===== src/rtl/write_pointer_full.sv =====
// Write-side pointer and full/almost-full flag logic of an async FIFO.
// Define WRITE_FREE_COUNT_EN to add the registered write_free_count output.
module write_pointer_full #(
  parameter int address_size       = 3,
  parameter int almost_full_margin = 2
) (
  input  logic                    write_clk,
  input  logic                    write_reset,
  input  logic                    write_increment,
  input  logic [address_size:0]   write_to_read_pointer,
  input  logic                    write_overflow_clear,
  output logic [address_size-1:0] write_address,
  output logic [address_size:0]   write_pointer,
  output logic                    write_full,
  output logic                    write_almost_full,
`ifdef WRITE_FREE_COUNT_EN
  output logic [address_size:0]   write_free_count,
`endif
  output logic                    write_overflow
);

  localparam int PW = address_size + 1;
  localparam logic [PW-1:0] DEPTH     = PW'(1 << address_size);
  localparam logic [PW-1:0] MARGIN    = PW'(almost_full_margin);
  // Full means the read pointer is one lap behind: top two Gray bits inverted.
  localparam logic [PW-1:0] FULL_MASK = PW'(3) << (PW - 2);

  logic [PW-1:0] r_bin;
  logic [PW-1:0] r_gray;
  logic          r_full;
  logic          r_almost_full;
  logic          r_overflow;

  logic          w_accept;
  logic [PW-1:0] w_bin_next;
  logic [PW-1:0] w_gray_next;
  logic [PW-1:0] w_rbin;
  logic [PW-1:0] w_used;
  logic [PW-1:0] w_free;
  logic          w_full_next;
  logic          w_almost_full_next;
  logic          w_overflow_next;

  genvar gi;
  generate
    for (gi = 0; gi < PW; gi++) begin : g_gray2bin
      assign w_rbin[gi] = ^write_to_read_pointer[PW-1:gi];
    end
  endgenerate

  assign w_accept           = write_increment & ~r_full;
  assign w_bin_next         = r_bin + PW'(w_accept);
  assign w_gray_next        = (w_bin_next >> 1) ^ w_bin_next;
  assign w_full_next        = (w_gray_next == (write_to_read_pointer ^ FULL_MASK));
  assign w_used             = w_bin_next - w_rbin;
  assign w_free             = DEPTH - w_used;
  assign w_almost_full_next = (w_free <= MARGIN);

  always_comb begin
    w_overflow_next = r_overflow;
    if (write_increment && r_full) begin
      w_overflow_next = 1'b1;
    end else if (write_overflow_clear) begin
      w_overflow_next = 1'b0;
    end
  end

  always_ff @(posedge write_clk or posedge write_reset) begin
    if (write_reset) begin
      r_bin         <= '0;
      r_gray        <= '0;
      r_full        <= 1'b0;
      r_almost_full <= 1'b0;
      r_overflow    <= 1'b0;
    end else begin
      r_bin         <= w_bin_next;
      r_gray        <= w_gray_next;
      r_full        <= w_full_next;
      r_almost_full <= w_almost_full_next;
      r_overflow    <= w_overflow_next;
    end
  end

`ifdef WRITE_FREE_COUNT_EN
  logic [PW-1:0] r_free;

  always_ff @(posedge write_clk or posedge write_reset) begin
    if (write_reset) begin
      r_free <= DEPTH;
    end else begin
      r_free <= w_free;
    end
  end

  assign write_free_count = r_free;
`endif

  assign write_address     = r_bin[address_size-1:0];
  assign write_pointer     = r_gray;
  assign write_full        = r_full;
  assign write_almost_full = r_almost_full;
  assign write_overflow    = r_overflow;

endmodule


===== config.mk =====
export PLATFORM = sky130hd
export DESIGN_NAME = write_pointer_full
export DESIGN_NICKNAME = d
export VERILOG_FILES = /design/src/rtl/write_pointer_full.sv
export SDC_FILE = /design/constraint.sdc
export NUM_CORES = 1
export LEC_CHECK = 0
export CAP_MARGIN = 30
export CELL_PAD_IN_SITES_DETAIL_PLACEMENT = 0
export CELL_PAD_IN_SITES_GLOBAL_PLACEMENT = 2
export CORE_ASPECT_RATIO = 1.1
export CORE_MARGIN = 2
export CORE_UTILIZATION = 28
export CTS_CLUSTER_DIAMETER = 40
export CTS_CLUSTER_SIZE = 12
export DETAILED_ROUTE_END_ITERATION = 16
export GPL_TIMING_DRIVEN = 1
export PLACE_DENSITY = 0.79
export REMOVE_ABC_BUFFERS = 1
export SYNTH_ARGS = -nofsm -noshare
export SYNTH_HDL_FRONTEND = slang
export SYNTH_SLANG_ARGS = --single-unit
export TNS_END_PERCENT = 30

===== constraint.sdc =====
create_clock -name write_clk -period 3 [get_ports write_clk]
set_clock_uncertainty 0.05 [all_clocks]
set_input_delay 0.6 -clock write_clk [delete_from_list [all_inputs] [get_ports write_clk]]
set_output_delay 0.6 -clock write_clk [all_outputs]
set_load 0.01 [all_outputs]

==> flow_summary.json, run 1 <==
{
  "start_kind": "primary input",
  "clock_power_share": 0.072,
  "clock_latency_ns": 0.25,
  "first_pass_iters": 2,
  "core_area_mm2": 0.002063,
  "hp-class": "flop to flop",
  "hold_viol": 0,
  "htree_num_levels": 1,
  "dr_wl_met2_um": 542,
  "synth_top_flop_cell": "dfrtp_1",
  "grt_pass1_vias": 486,
  "seq_power_share": 0.222,
  "avgSynthCellArea_um2": 11.78,
  "vias": 450,
  "ys_ff_latch": 10,
  "endpoint_kind": "flop",
  "dp_hpwl_um": 942.8,
  "grt_pass1_wl_mm": 1.966,
  "track_usage": 0.1014,
  "peakVddDrop_mv": 0.6117,
  "io_buffers": 17,
  "required_ns": 3.12,
  "cts_buffers": 3,
  "pin_count": 18,
  "detail_route.iter0.violations": 2,
  "ys_warn_count": 0,
  "dieArea_mm2": 0.002624,
  "met1_length_um": 476,
  "routedWlPerCell_um": 9.964,
  "routabilityCongestion": 0.6678,
  "whs_ns": 0.4873,
  "antenna_found_initial": 0,
  "min_period_ns": 2.888,
  "rows": 17,
  "avgViaCountPerCell": 4.091,
  "nets": 99,
  "hold_depth": 2,
  "cts_root_buf": "clkbuf_4",
  "topRoutingLayerUsed": "met4",
  "die_y_um": 53.53,
  "max_cap_violations": 0,
  "start_util": 0.3026,
  "post-place-ws_ns": -0.4131,
  "critPathKind": "primary input to flop",
  "cts_tree": "done",
  "fillerInstances": 212,
  "r2r_start": "write_full",
  "ant_nets": 0,
  "synth_cell_type_count": 17,
  "worst_pin_slew_ns": 0.3760,
  "pwr-share-comb": 0.706,
  "switchingPower_mw": 0.4347,
  "p_leak_nw": 0.4483,
  "clk_pin_slew_ns": 0.06,
  "cts_num_sinks": 10,
  "hp-start": "write_overflow",
  "hold-path-endpoint": "write_overflow",
  "report.final.setup_viol": 0,
  "routed-wl-met3_um": 51,
  "timing.slew.headroom": 0.7491,
  "antenna_cells": 0,
  "drive_gt1_frac": 0.2561,
  "cp_max_fo": 2,
  "overflow": 0,
  "fin_crit_sh": 0.9626,
  "grt_max_degree": 11,
  "netSwitchingFraction": 0.3674,
  "area_growth_pct": 54.71,
  "synth_edf_count": 0,
  "ctsHoldBuffers": 0,
  "setup_ws_ns": 0.1121,
  "routed_wl_mm": 1.096,
  "power.density_mw_per_mm2": 1225,
  "maxSlewViolCount": 0,
  "route.detailed.drc": 0,
  "worstPathArrival_ns": 3.01,
  "syn_inst": 53,
  "synth-seq-area-share": 0.4008,
  "rsz0062_at_grt": "no",
  "reg2reg_to": "write_almost_full",
  "status": "complete, no violations",
  "synthArstFlopShare": 1.000,
  "fp.dieW_um": 49.03,
  "r2r_slack_ns": 0.37,
  "fmax_ghz": 0.3463,
  "netlist_area_um2": 624.3,
  "internal-power_mw": 0.7485,
  "r2r_cells": 11,
  "cts.path.max_buffers": 2
}
==> routing by layer <==
layer,track usage,vias to the layer above
met5,0,-
met4,0.07143,0
met1,0.1179,208
met2,0.1758,13
li1,-,227
met3,0.01412,2
==> cell families (layout without fill, tap and decap cells) <==
kind of cell,count (synthesis),in the layout,synth area share
AO/OA/AOI/OAI,3,3,0.04408
XOR/XNOR,15,15,0.2585
adder cells (fa/ha/maj),7,7,0.1523
buffers and inverters,9,38,0.05410
flip-flops,10,10,0.4008
multiplexers,1,1,0.01603
AND/OR/NAND/NOR,8,8,0.07416
==> cells in the mapped netlist (2+ instances only) <==
| cell type | n | area share |
|---|---|---|
| dfrtp_1 | 10 | 0.40 |
| inv_1 | 9 | 0.054 |
| xnor2_1 | 7 | 0.098 |
| ha_1 | 6 | 0.12 |
| xor2_1 | 6 | 0.084 |
| nand3_1 | 3 | 0.024 |
| xor3_1 | 2 | 0.076 |
==> power groups by stage <==
stage | Clock [mW] | Combinational, mW | Sequential [mW]
floorplan | 0 | 0.473 | 0.284
CTS | 0.0891 | 0.849 | 0.265
detailed placement | 0 | 0.793 | 0.258
global placement | 0 | 0.771 | 0.255
finish | 0.0851 | 0.835 | 0.263
global route | 0.0977 | 0.952 | 0.276
==> worst max-delay path by stage <==
| stage | from | endpoint | depth (start not counted) |
|---|---|---|---|
| after CTS | write_increment | write_almost_full | 12 |
| final | write_increment | write_almost_full | 12 |
| after global placement | write_increment | write_almost_full | 12 |
| after global routing | write_increment | write_almost_full | 12 |
| after floorplan | write_increment | write_almost_full | 11 |
| after detailed placement | write_to_read_pointer[2] | write_almost_full | 12 |
==> sequential cells by signal (all words and copies together), names as in the netlist <==
signal             count
write_overflow         1
write_pointer          3
write_full             1
write_almost_full      1
r_bin                  4
==> worst max-delay path, cell delays in order <==
cell	delay, ns
dlygate4sd2_1	0.24
nor2b_4	0.13
ha_4	0.16
ha_4	0.25
inv_1	0.03
ha_1	0.26
ha_1	0.13
inv_1	0.05
fa_2	0.52
inv_1	0.04
or3b_2	0.45
mux2i_1	0.14
==> what timing repair did <==
action / 4_1_cts / 5_1_grt
buffers inserted: 2 / 0
resized for setup: 10 / 1
setup endpoints to repair: 1 / 1
gates cloned: 0 / 0
pin swaps: 4 / 1
==> cells in the final DEF (no fill, tap or decap), drive strengths merged <==
| master | count |
|---|---|
| or3b | 1 |
| clkdlybuf4s50 | 14 |
| o21ai | 1 |
| mux2i | 1 |
| fa | 1 |
| nor2b | 1 |
| buf | 9 |
| dfrtp | 10 |
| xor2 | 6 |
| clkbuf | 3 |
| a211oi | 1 |
| a21bo | 1 |
| dlygate4sd2 | 3 |
| xor3 | 2 |
| nand2b | 1 |
| nand3 | 3 |
| nand2 | 1 |
| xnor2 | 7 |
| ha | 6 |
| or3 | 1 |
| inv | 9 |
==> area by class of cell <==
type	instances	area [µm²]	share of cell area
Clock buffer	3	22.52	0.02332
Inverter	9	33.78	0.03497
Multi-Input combinational cell	34	390.4	0.4041
Sequential cell	10	250.2	0.2591
Tap cell	28	35.03	0.03627
Timing Repair Buffer	26	234.0	0.2422
==> per-stage QoR <==
step	cells	TNS (ns)	power, mW	instance area [µm²]	utilization
after floorplan	53	0	0.7563	624.3	-
after global placement	105	-0.3631	1.026	882.1	0.4275
after detailed placement	105	-0.4131	1.051	882.1	0.4275
after CTS	110	0	1.203	963.4	0.4670
after global routing	110	0	1.325	965.9	0.4682
final	110	0	1.183	965.9	0.4682
Power figures use the tool's default switching activity.
==> inputs of run 2 (changes only) <==
--- a/config.mk
+++ b/config.mk
@@ -17,7 +17,7 @@
 export GPL_TIMING_DRIVEN = 1
 export PLACE_DENSITY = 0.79
 export REMOVE_ABC_BUFFERS = 1
+export SETUP_SLACK_MARGIN = 0.2
 export SYNTH_ARGS = -nofsm -noshare
 export SYNTH_HDL_FRONTEND = slang
 export SYNTH_SLANG_ARGS = --single-unit
-export TNS_END_PERCENT = 30
==> run 2 against run 1 <==
  * Via count rose by 1.6%
  * Utilization grew 2.0 points
  * Flip-flop and latch count unchanged
  * Design area increased by 4.3%
  * Cell count increased by 0.91%
  * Global-route usage up 0.49 points
  * Fmax is 6.7% higher
  * Worst hold slack improved by 0.00067 ns
  * Count of clock-buffer cells in the layout did not move
  * Clock power up 0.9%
  * Combinational power up 13%
  * Critical path type unchanged
==> flow_summary.json, run 2 (synthesis results as in run 1) <==
{
  "timing.slew.headroom": 0.7447,
  "start_kind": "primary input",
  "hp-class": "flop to flop",
  "htree_num_levels": 1,
  "io_buffers": 17,
  "critical_path.cell_chain": "clkdlybuf4s15_2 > nor2b_4 > ha_4 > ha_4 > inv_2 > ha_4 > ha_4 > inv_2 > fa_2 > inv_2 > or3b_4 > mux2i_1",
  "antenna_found_initial": 0,
  "dp_hpwl_um": 942.8,
  "antenna_cells": 0,
  "cp_num_buf_inv": 4,
  "area_growth_pct": 61.32,
  "critical_path.top_delay_family": "adder cells",
  "clk_pin_slew_ns": 0.06,
  "setup_ws_ns": 0.2928,
  "whs_ns": 0.4879,
  "hold-path-endpoint": "write_overflow",
  "ant_nets": 0,
  "dp.cells": 105,
  "avgViaCountPerCell": 4.117,
  "reg2reg_to": "write_almost_full",
  "r2r_start": "write_full",
  "min_period_ns": 2.707,
  "routed_wl_mm": 1.166,
  "r2r_slack_ns": 0.49,
  "max_cap_violations": 0,
  "final_cells": 111,
  "clock_latency_ns": 0.25,
  "peakVddDrop_mv": 0.7337,
  "cpMaxStageDelayCell": "fa_2",
  "core_area_mm2": 0.002063,
  "overflow": 0,
  "rows": 17,
  "detail_route.iter0.violations": 2,
  "route.detailed.drc": 0,
  "worst_pin_slew_ns": 0.3826,
  "setup_tns_ns": 0,
  "hold_depth": 2,
  "pin_count": 18,
  "post-place-ws_ns": -0.4131,
  "fin_crit_sh": 0.9024,
  "regMostFlops": "r_bin",
  "p_leak_nw": 0.4554,
  "cts.path.max_buffers": 2,
  "r2r_cells": 11,
  "dieArea_mm2": 0.002624,
  "nets": 100,
  "cpMostUsedCell": "ha_4",
  "hp-start": "write_overflow",
  "power.density_mw_per_mm2": 1287,
  "track_usage": 0.1063,
  "slowest_delay_ns": 0.53,
  "grt_pass1_vias": 501,
  "grt_pass1_wl_mm": 2.049,
  "drive_gt1_frac": 0.3735,
  "report.final.setup_viol": 0,
  "fmax_ghz": 0.3694,
  "grt_max_degree": 11,
  "cp_max_fo": 2,
  "fp.dieW_um": 49.03,
  "cts_root_buf": "clkbuf_4",
  "layout_common_cells": "clkdlybuf4s50_1 (13), buf_4 (10), dfrtp_1 (10)",
  "cts_buffers": 3,
  "first_pass_iters": 6,
  "cts_tree": "done",
  "layout_commonest_cell": "clkdlybuf4s50_1",
  "die_y_um": 53.53,
  "routedWlPerCell_um": 10.50,
  "hold_viol": 0,
  "utilization": 0.4882,
  "start_util": 0.3026,
  "routabilityCongestion": 0.6678,
  "cts_num_sinks": 10,
  "maxSlewViolCount": 0,
  "endpoint_kind": "flop",
  "rsz0062_at_grt": "no",
  "largest_reg_flops": 4,
  "worstPathArrival_ns": 2.83,
  "critPathKind": "primary input to flop",
  "required_ns": 3.12,
  "fillerInstances": 209,
  "status": "complete, no violations",
  "vias": 457
}
-- run 2: metal layers --
metal  share of wire  track usage
met1            0.43       0.1179
met2            0.51       0.1941
met3           0.045      0.01412
met4           0.021      0.07143
met5               0            0
-- run 2: cell type report --
type / instances / area (µm²) / area share
clock buffers: 3 / 22.52 / 0.02236
flip-flops and latches: 10 / 250.2 / 0.2484
repair buffers: 27 / 240.2 / 0.2385
inverters: 9 / 33.78 / 0.03354
well taps: 28 / 35.03 / 0.03478
multi-input cells: 34 / 425.4 / 0.4224
-- run 2: power by group --
| group | switching, mW | internal [mW] |
|---|---|---|
| sequential | 0.0588 | 0.207 |
| clock | 0.0399 | 0.0460 |
| combinational | 0.382 | 0.563 |
-- run 2: how the worst max path moves through the flow --
stage	depth (start not counted)	slack [ns]	to	startpoint
after floorplan	11	0.02	write_almost_full	write_increment
after global placement	12	-0.36	write_almost_full	write_increment
after detailed placement	12	-0.41	write_almost_full	write_to_read_pointer[2]
after CTS	12	0.23	write_almost_full	write_increment
after global routing	12	0.21	write_almost_full	write_increment
final	12	0.29	write_almost_full	write_increment
-- run 2: worst register-to-register path: stages (launching register included) --
cell and delay, ns:
dfrtp_1 0.40, nor2b_4 0.06, ha_4 0.16, ha_4 0.26, inv_2 0.04, ha_4 0.26
ha_4 0.12, inv_2 0.03, fa_2 0.53, inv_2 0.03, or3b_4 0.35, mux2i_1 0.13
-- run 2: repair_timing --
item	CTS	global route
hold buffers	0	0
gates resized for setup	18	8
setup buffers	2	1
pin swaps	6	7
setup endpoints to repair	1	1
-- run 2: per-stage QoR --
step | area [µm²] | power (mW)
finish | 1007 | 1.296
floorplan | 624.3 | 0.7563
global route | 1007 | 1.438
detailed placement | 882.1 | 1.051
global placement | 882.1 | 1.026
CTS | 972.2 | 1.231
==> inputs of run 3 (changes only) <==
--- a/config.mk
+++ b/config.mk
@@ -18,6 +18,7 @@
 export PLACE_DENSITY = 0.79
 export REMOVE_ABC_BUFFERS = 1
 export SETUP_SLACK_MARGIN = 0.2
+export SKIP_LAST_GASP = 1
 export SYNTH_ARGS = -nofsm -noshare
 export SYNTH_HDL_FRONTEND = slang
 export SYNTH_SLANG_ARGS = --single-unit
==> results of run 3 <==
No change in the layout: final DEF, timing and power equal those of run 2.
